File: src/rtl/pll_loop_ctrl.sv
// Digital loop controller for the ADPLL: SAR coarse acquisition, bang-bang tracking, lock/loss-of-lock detection.
// Optional external word override is compiled in with `define PLL_LOOP_CTRL_OVERRIDE_EN (adds ovr_en/ovr_word).
module pll_loop_ctrl #(
  parameter int CW         = 8,
  parameter int LOCK_CNT   = 16,
  parameter int UNLOCK_THR = 4,
  parameter int TRACK_STEP = 1
) (
  input  logic          clk,
  input  logic          rst,
  input  logic          enable,
  input  logic          pd_valid,
  input  logic          lead,
  input  logic          lag,
`ifdef PLL_LOOP_CTRL_OVERRIDE_EN
  input  logic          ovr_en,
  input  logic [CW-1:0] ovr_word,
`endif
  output logic [CW-1:0] ctrl_word,
  output logic          ctrl_valid,
  output logic          locked,
  output logic [1:0]    state
);

  localparam logic [1:0] S_IDLE   = 2'd0;
  localparam logic [1:0] S_SEARCH = 2'd1;
  localparam logic [1:0] S_TRACK  = 2'd2;
  localparam logic [1:0] S_LOCKED = 2'd3;

  localparam int IW = $clog2(CW);
  localparam int LW = $clog2(LOCK_CNT + 1);
  localparam int SW = $clog2(UNLOCK_THR + 1);

  localparam logic [CW-1:0] MID      = {1'b1, {(CW-1){1'b0}}};
  localparam logic [CW:0]   MAX_EXT  = {1'b0, {CW{1'b1}}};
  localparam logic [CW:0]   STEP_EXT = (CW+1)'(TRACK_STEP);
  localparam logic [IW-1:0] IDX_TOP  = IW'(CW - 1);
  localparam logic [LW-1:0] LOCK_TGT = LW'(LOCK_CNT);
  localparam logic [SW-1:0] SAME_TGT = SW'(UNLOCK_THR);

  logic [IW-1:0] sar_idx, idx_n, idx_dec;
  logic [LW-1:0] lock_cnt, lock_n;
  logic [SW-1:0] same_cnt, same_n;
  logic          dir_valid, dir_valid_n;
  logic          dir_up, dir_up_n;
  logic [1:0]    state_n;
  logic [CW-1:0] word_n;
  logic          locked_n;

  logic          is_up, is_dn, is_dir, in_lock;
  logic [CW:0]   up_ext;
  logic [CW-1:0] up_word, dn_word;

  assign is_up   = lag & ~lead;
  assign is_dn   = lead & ~lag;
  assign is_dir  = is_up | is_dn;
  // HOLD is always in-lock; a direction is in-lock only if it reverses the last real decision
  assign in_lock = ~is_dir | (dir_valid & (dir_up != is_up));
  assign idx_dec = sar_idx - IW'(1);

  assign up_ext  = {1'b0, ctrl_word} + STEP_EXT;
  assign up_word = (up_ext > MAX_EXT) ? {CW{1'b1}} : up_ext[CW-1:0];
  assign dn_word = ({1'b0, ctrl_word} < STEP_EXT) ? {CW{1'b0}} : (ctrl_word - STEP_EXT[CW-1:0]);

  always_comb begin
    state_n     = state;
    word_n      = ctrl_word;
    locked_n    = locked;
    idx_n       = sar_idx;
    lock_n      = lock_cnt;
    same_n      = same_cnt;
    dir_valid_n = dir_valid;
    dir_up_n    = dir_up;
`ifdef PLL_LOOP_CTRL_OVERRIDE_EN
    if (ovr_en) begin
      state_n     = S_IDLE;
      word_n      = ovr_word;
      locked_n    = 1'b0;
      idx_n       = '0;
      lock_n      = '0;
      same_n      = '0;
      dir_valid_n = 1'b0;
    end else
`endif
    if (!enable) begin
      state_n     = S_IDLE;
      locked_n    = 1'b0;
      idx_n       = '0;
      lock_n      = '0;
      same_n      = '0;
      dir_valid_n = 1'b0;
    end else begin
      case (state)
        S_IDLE: begin
          state_n     = S_SEARCH;
          word_n      = MID;
          idx_n       = IDX_TOP;
          lock_n      = '0;
          same_n      = '0;
          dir_valid_n = 1'b0;
        end
        S_SEARCH: begin
          if (pd_valid) begin
            if (is_dn) word_n[sar_idx] = 1'b0;
            if (sar_idx != '0) begin
              word_n[idx_dec] = 1'b1;
              idx_n           = idx_dec;
            end else begin
              state_n = S_TRACK;
            end
            if (is_dir) begin
              dir_valid_n = 1'b1;
              dir_up_n    = is_up;
            end
          end
        end
        default: begin
          // TRACK and LOCKED share the word update; only the lock transitions differ
          if (pd_valid) begin
            if (is_up)      word_n = up_word;
            else if (is_dn) word_n = dn_word;
            if (is_dir) begin
              dir_valid_n = 1'b1;
              dir_up_n    = is_up;
            end
            if (in_lock) begin
              lock_n = (lock_cnt == LOCK_TGT) ? lock_cnt : lock_cnt + LW'(1);
              same_n = is_dir ? SW'(1) : '0;
            end else begin
              lock_n = '0;
              same_n = (same_cnt == SAME_TGT) ? same_cnt : same_cnt + SW'(1);
            end
            if (state == S_TRACK && lock_n == LOCK_TGT) begin
              state_n  = S_LOCKED;
              locked_n = 1'b1;
            end
            if (state == S_LOCKED && same_n == SAME_TGT) begin
              state_n  = S_TRACK;
              locked_n = 1'b0;
              lock_n   = '0;
            end
          end
        end
      endcase
    end
  end

  always_ff @(posedge clk) begin
    if (rst) begin
      state      <= S_IDLE;
      ctrl_word  <= MID;
      ctrl_valid <= 1'b0;
      locked     <= 1'b0;
      sar_idx    <= '0;
      lock_cnt   <= '0;
      same_cnt   <= '0;
      dir_valid  <= 1'b0;
      dir_up     <= 1'b0;
    end else begin
      state      <= state_n;
      ctrl_word  <= word_n;
      ctrl_valid <= (word_n != ctrl_word);
      locked     <= locked_n;
      sar_idx    <= idx_n;
      lock_cnt   <= lock_n;
      same_cnt   <= same_n;
      dir_valid  <= dir_valid_n;
      dir_up     <= dir_up_n;
    end
  end

endmodule

File: config.mk
export PLATFORM = sky130hd
export DESIGN_NAME = pll_loop_ctrl
export DESIGN_NICKNAME = d
export VERILOG_FILES = /design/src/rtl/pll_loop_ctrl.sv
export SDC_FILE = /design/constraint.sdc
export NUM_CORES = 1
export LEC_CHECK = 0
export ABC_CLOCK_PERIOD_IN_PS = 3300
export CAP_MARGIN = 30
export CORE_UTILIZATION = 44
export CTS_BUF_LIST = sky130_fd_sc_hd__clkbuf_16
export CTS_CLUSTER_SIZE = 14
export DETAILED_ROUTE_END_ITERATION = 10
export PLACE_DENSITY = 0.64
export SYNTH_ARGS = -nofsm -noshare
export SYNTH_HDL_FRONTEND = slang
export SYNTH_SLANG_ARGS = --single-unit
File: constraint.sdc
create_clock -name clk -period 3.3 [get_ports clk]
set_input_delay 0.495 -clock clk [delete_from_list [all_inputs] [get_ports clk]]
set_output_delay 0.495 -clock clk [all_outputs]
set_load 0.05 [all_outputs]
==> flow_summary.json <==
{
  "routedWlPerCell_um": 15.91,
  "stdcell_count": 389,
  "gp_congestion": 0.9033,
  "rsz0062_at_grt": "false",
  "async_flop_share": 0,
  "core_um2": 4723,
  "synth_edf_count": 0,
  "numCtsBuffers": 3,
  "cts_max_level": 1,
  "leakage_nw": 0.8734,
  "critPathMaxStageDelay_ns": 0.51,
  "arrival_ns": 3.01,
  "port_buffers": 17,
  "clk_path_buf_depth": 2,
  "critPathLaunchType": "input port",
  "antenna_found_initial": 0,
  "vias": 2366,
  "crit_top_cell": "buf_4",
  "avgSynthCellArea_um2": 7.059,
  "syn_inst": 307,
  "status": "finished, final reports clean",
  "die_h_um": 72.18,
  "pin_count": 18,
  "initial_core_util": 0.4588,
  "slowest_stage": "nor2_1",
  "clk_pin_slew_worst_paths_ns": 0.07,
  "skew_ns": 0.003374,
  "grt_pass1_vias": 2131,
  "cts_resized": 0,
  "cts_sinks": 25,
  "grt_start_max_net_pins": 21,
  "synth_area_leaders": "dfxtp_1 (23%), nor2_1 (6.1%), ha_1 (5.8%)",
  "rows": 25,
  "yosysSeqAreaShare": 0.2309,
  "register_area_um2": 500.5,
  "area_growth_pct": 16.05,
  "synth_top_cell_by_area": "dfxtp_1",
  "worst_pin_slew_ns": 0.7044,
  "critPathKind": "in2reg",
  "root_buffer": "clkbuf_16",
  "nets": 339,
  "critPathRequiredTime_ns": 3.43,
  "syn_area_um2": 2167,
  "hold_violations": 0,
  "drtPass1Iterations": 5,
  "placed_cell_area_um2": 2436,
  "hold_buffers": 0,
  "slew_violations": 0,
  "remaining_drc_errors": 0,
  "endpoint_kind": "register",
  "wirelength_um": 6190,
  "relSlewSlack": 0.5254,
  "hp-class": "reg2reg",
  "clk_latency_ns": 0.26,
  "dp_cells": 385,
  "cts_setup_buffers": 0,
  "clock.fmax_mhz": 346.9,
  "period_share": 0.8734,
  "cap_violations": 0,
  "r2r_slack_ns": 0.44,
  "setup_violations": 0,
  "drt_iter0_markers": 244,
  "die-area_um2": 5210,
  "cp_cell_sequence": "clkdlybuf4s50_1 -> inv_1 -> ha_1 -> buf_4 -> nand3b_1 -> nor3_1 -> nor2_1 -> a211oi_1 -> buf_4 -> a22oi_1 -> and4b_1 -> a41oi_2",
  "path_max_fanout": 11,
  "fin_setup_tns_ns": 0,
  "ys_types": 53,
  "drive_gt1_frac": 0.05901,
  "syn-num-nets": 323,
  "grt_pass1_wl_um": 10280,
  "synth.top_cell.area_share": 0.2309,
  "synth_seq_cells": 25,
  "vias_per_cell": 6.082,
  "fin_area_um2": 2515,
  "drt-met1-wl_um": 3020,
  "cts_tree": "done",
  "path_delay_family": "simple AND/OR/NAND/NOR gates",
  "fin_crit_ns": 2.882,
  "synth_flop_cell": "dfxtp_1",
  "ir_worst_vdd_v": 0.0001882,
  "antenna_left": 0,
  "route.met3.wl_um": 413,
  "grtUsageTotal": 0.2491,
  "overflow": 0,
  "highest_layer": "met4",
  "ys_warn_count": 0,
  "dr_wl_met2_um": 2659,
  "multiInputGateArea_um2": 1528,
  "antenna_cells": 0,
  "power_density_nw_per_um2": 326.1,
  "fp.dieW_um": 72.18,
  "fillers": 457,
  "hpwl_um": 4540,
  "crit_buf_inv": 4
}
-- routing by layer --
layer  vias up  GRT usage
met1      1097     0.3616
met4         0    0.06536
li1       1157          -
met5         -          0
met3        11    0.03889
met2       101     0.3832
-- path summary, 6_finish.rpt --
kind / cells after the start / startpoint / to
max: 12 / lag / ctrl_valid
min: 2 / dir_up / dir_up
max reg2reg: 10 / sar_idx[0] / ctrl_valid
min reg2reg: 2 / dir_up / dir_up
-- cells by family after synthesis --
logic type      after synthesis  share of synthesized area
flops                        25                     0.2309
compound gates               90                     0.2754
xor+xnor                      7                    0.02829
fa+ha+maj                    10                    0.05774
simple gates                137                     0.3176
buf+inv                      34                    0.06408
mux                           4                    0.02598
-- cell usage after synthesis, drive strengths merged (2+ instances only) --
library cell / instances
o211ai: 4
nor3: 23
ha: 10
and2: 5
nand3b: 3
nor4: 3
dfxtp: 25
o31ai: 4
a211oi: 14
and3: 4
o21ai: 16
nand2b: 6
clkbuf: 14
inv: 15
a2bb2oi: 2
nor2b: 6
a22oi: 6
a32oi: 2
nand4: 2
nand2: 30
a21oi: 22
a31oi: 9
mux2i: 3
nand3: 8
xor2: 5
xnor2: 2
nor2: 35
or4: 2
buf: 5
and4: 2
a21o: 2
-- cell type report --
cell class / count / share of cell area
clock buffers: 3 / 0.02985
clock inverters: 1 / 0.001493
inverters: 15 / 0.02239
multi-input cells: 248 / 0.6075
flip-flops and latches: 25 / 0.1990
well taps: 67 / 0.03333
repair buffers: 30 / 0.1065
-- flip-flops by register name (all words and copies together), names as in the netlist --
name and count:
ctrl_valid 1, ctrl_word 8, dir_up 1, dir_valid 1
lock_cnt 5, locked 1, same_cnt 3, sar_idx 3
state 2
-- worst register-to-register path: stages, from the launching register on --
cell and delay (ns):
dfxtp_1 0.56, inv_1 0.16, ha_1 0.27, nor3_1 0.34
o21ai_0 0.15, a31oi_1 0.33, nor3_1 0.12, buf_4 0.16
and3_1 0.16, nor4_1 0.31, a41oi_2 0.17
-- cell usage in the layout, fill, tap and decap left out, types with 4 or more instances in the layout --
cell type and n:
and3_1 4, buf_4 13, a21oi_1 22, o21ai_0 16, o31ai_1 4, nand2_1 30, inv_1 16, a22oi_1 6
ha_1 10, o211ai_1 4, clkdlybuf4s50_1 17, nand3_1 8, xor2_1 5, dfxtp_1 25, nor2b_1 6, nor3_1 23
and2_1 5, a31oi_1 9, nand2b_1 6, nor2_1 35, a211oi_1 14
-- per-stage QoR --
step                      setup slack, ns  hold slack (ns)  power [mW]    util
after floorplan                    0.5423           0.4807      0.4779       -
after CTS                          0.4239           0.5260      0.8227  0.5325
after detailed placement           0.1693           0.5115      0.5439  0.5158
after global routing               0.2043           0.5637      0.8566  0.5325
after global placement             0.2132           0.4952      0.5444  0.5158
final                              0.4177           0.5187      0.8200  0.5325
-- power by group --
part	switching (mW)	leakage [nW]	internal [mW]
Combinational	0.128	0.628	0.0807
Sequential	0.0226	0.204	0.311
Clock	0.115	0.0423	0.163
Power figures use the tool's default switching activity.
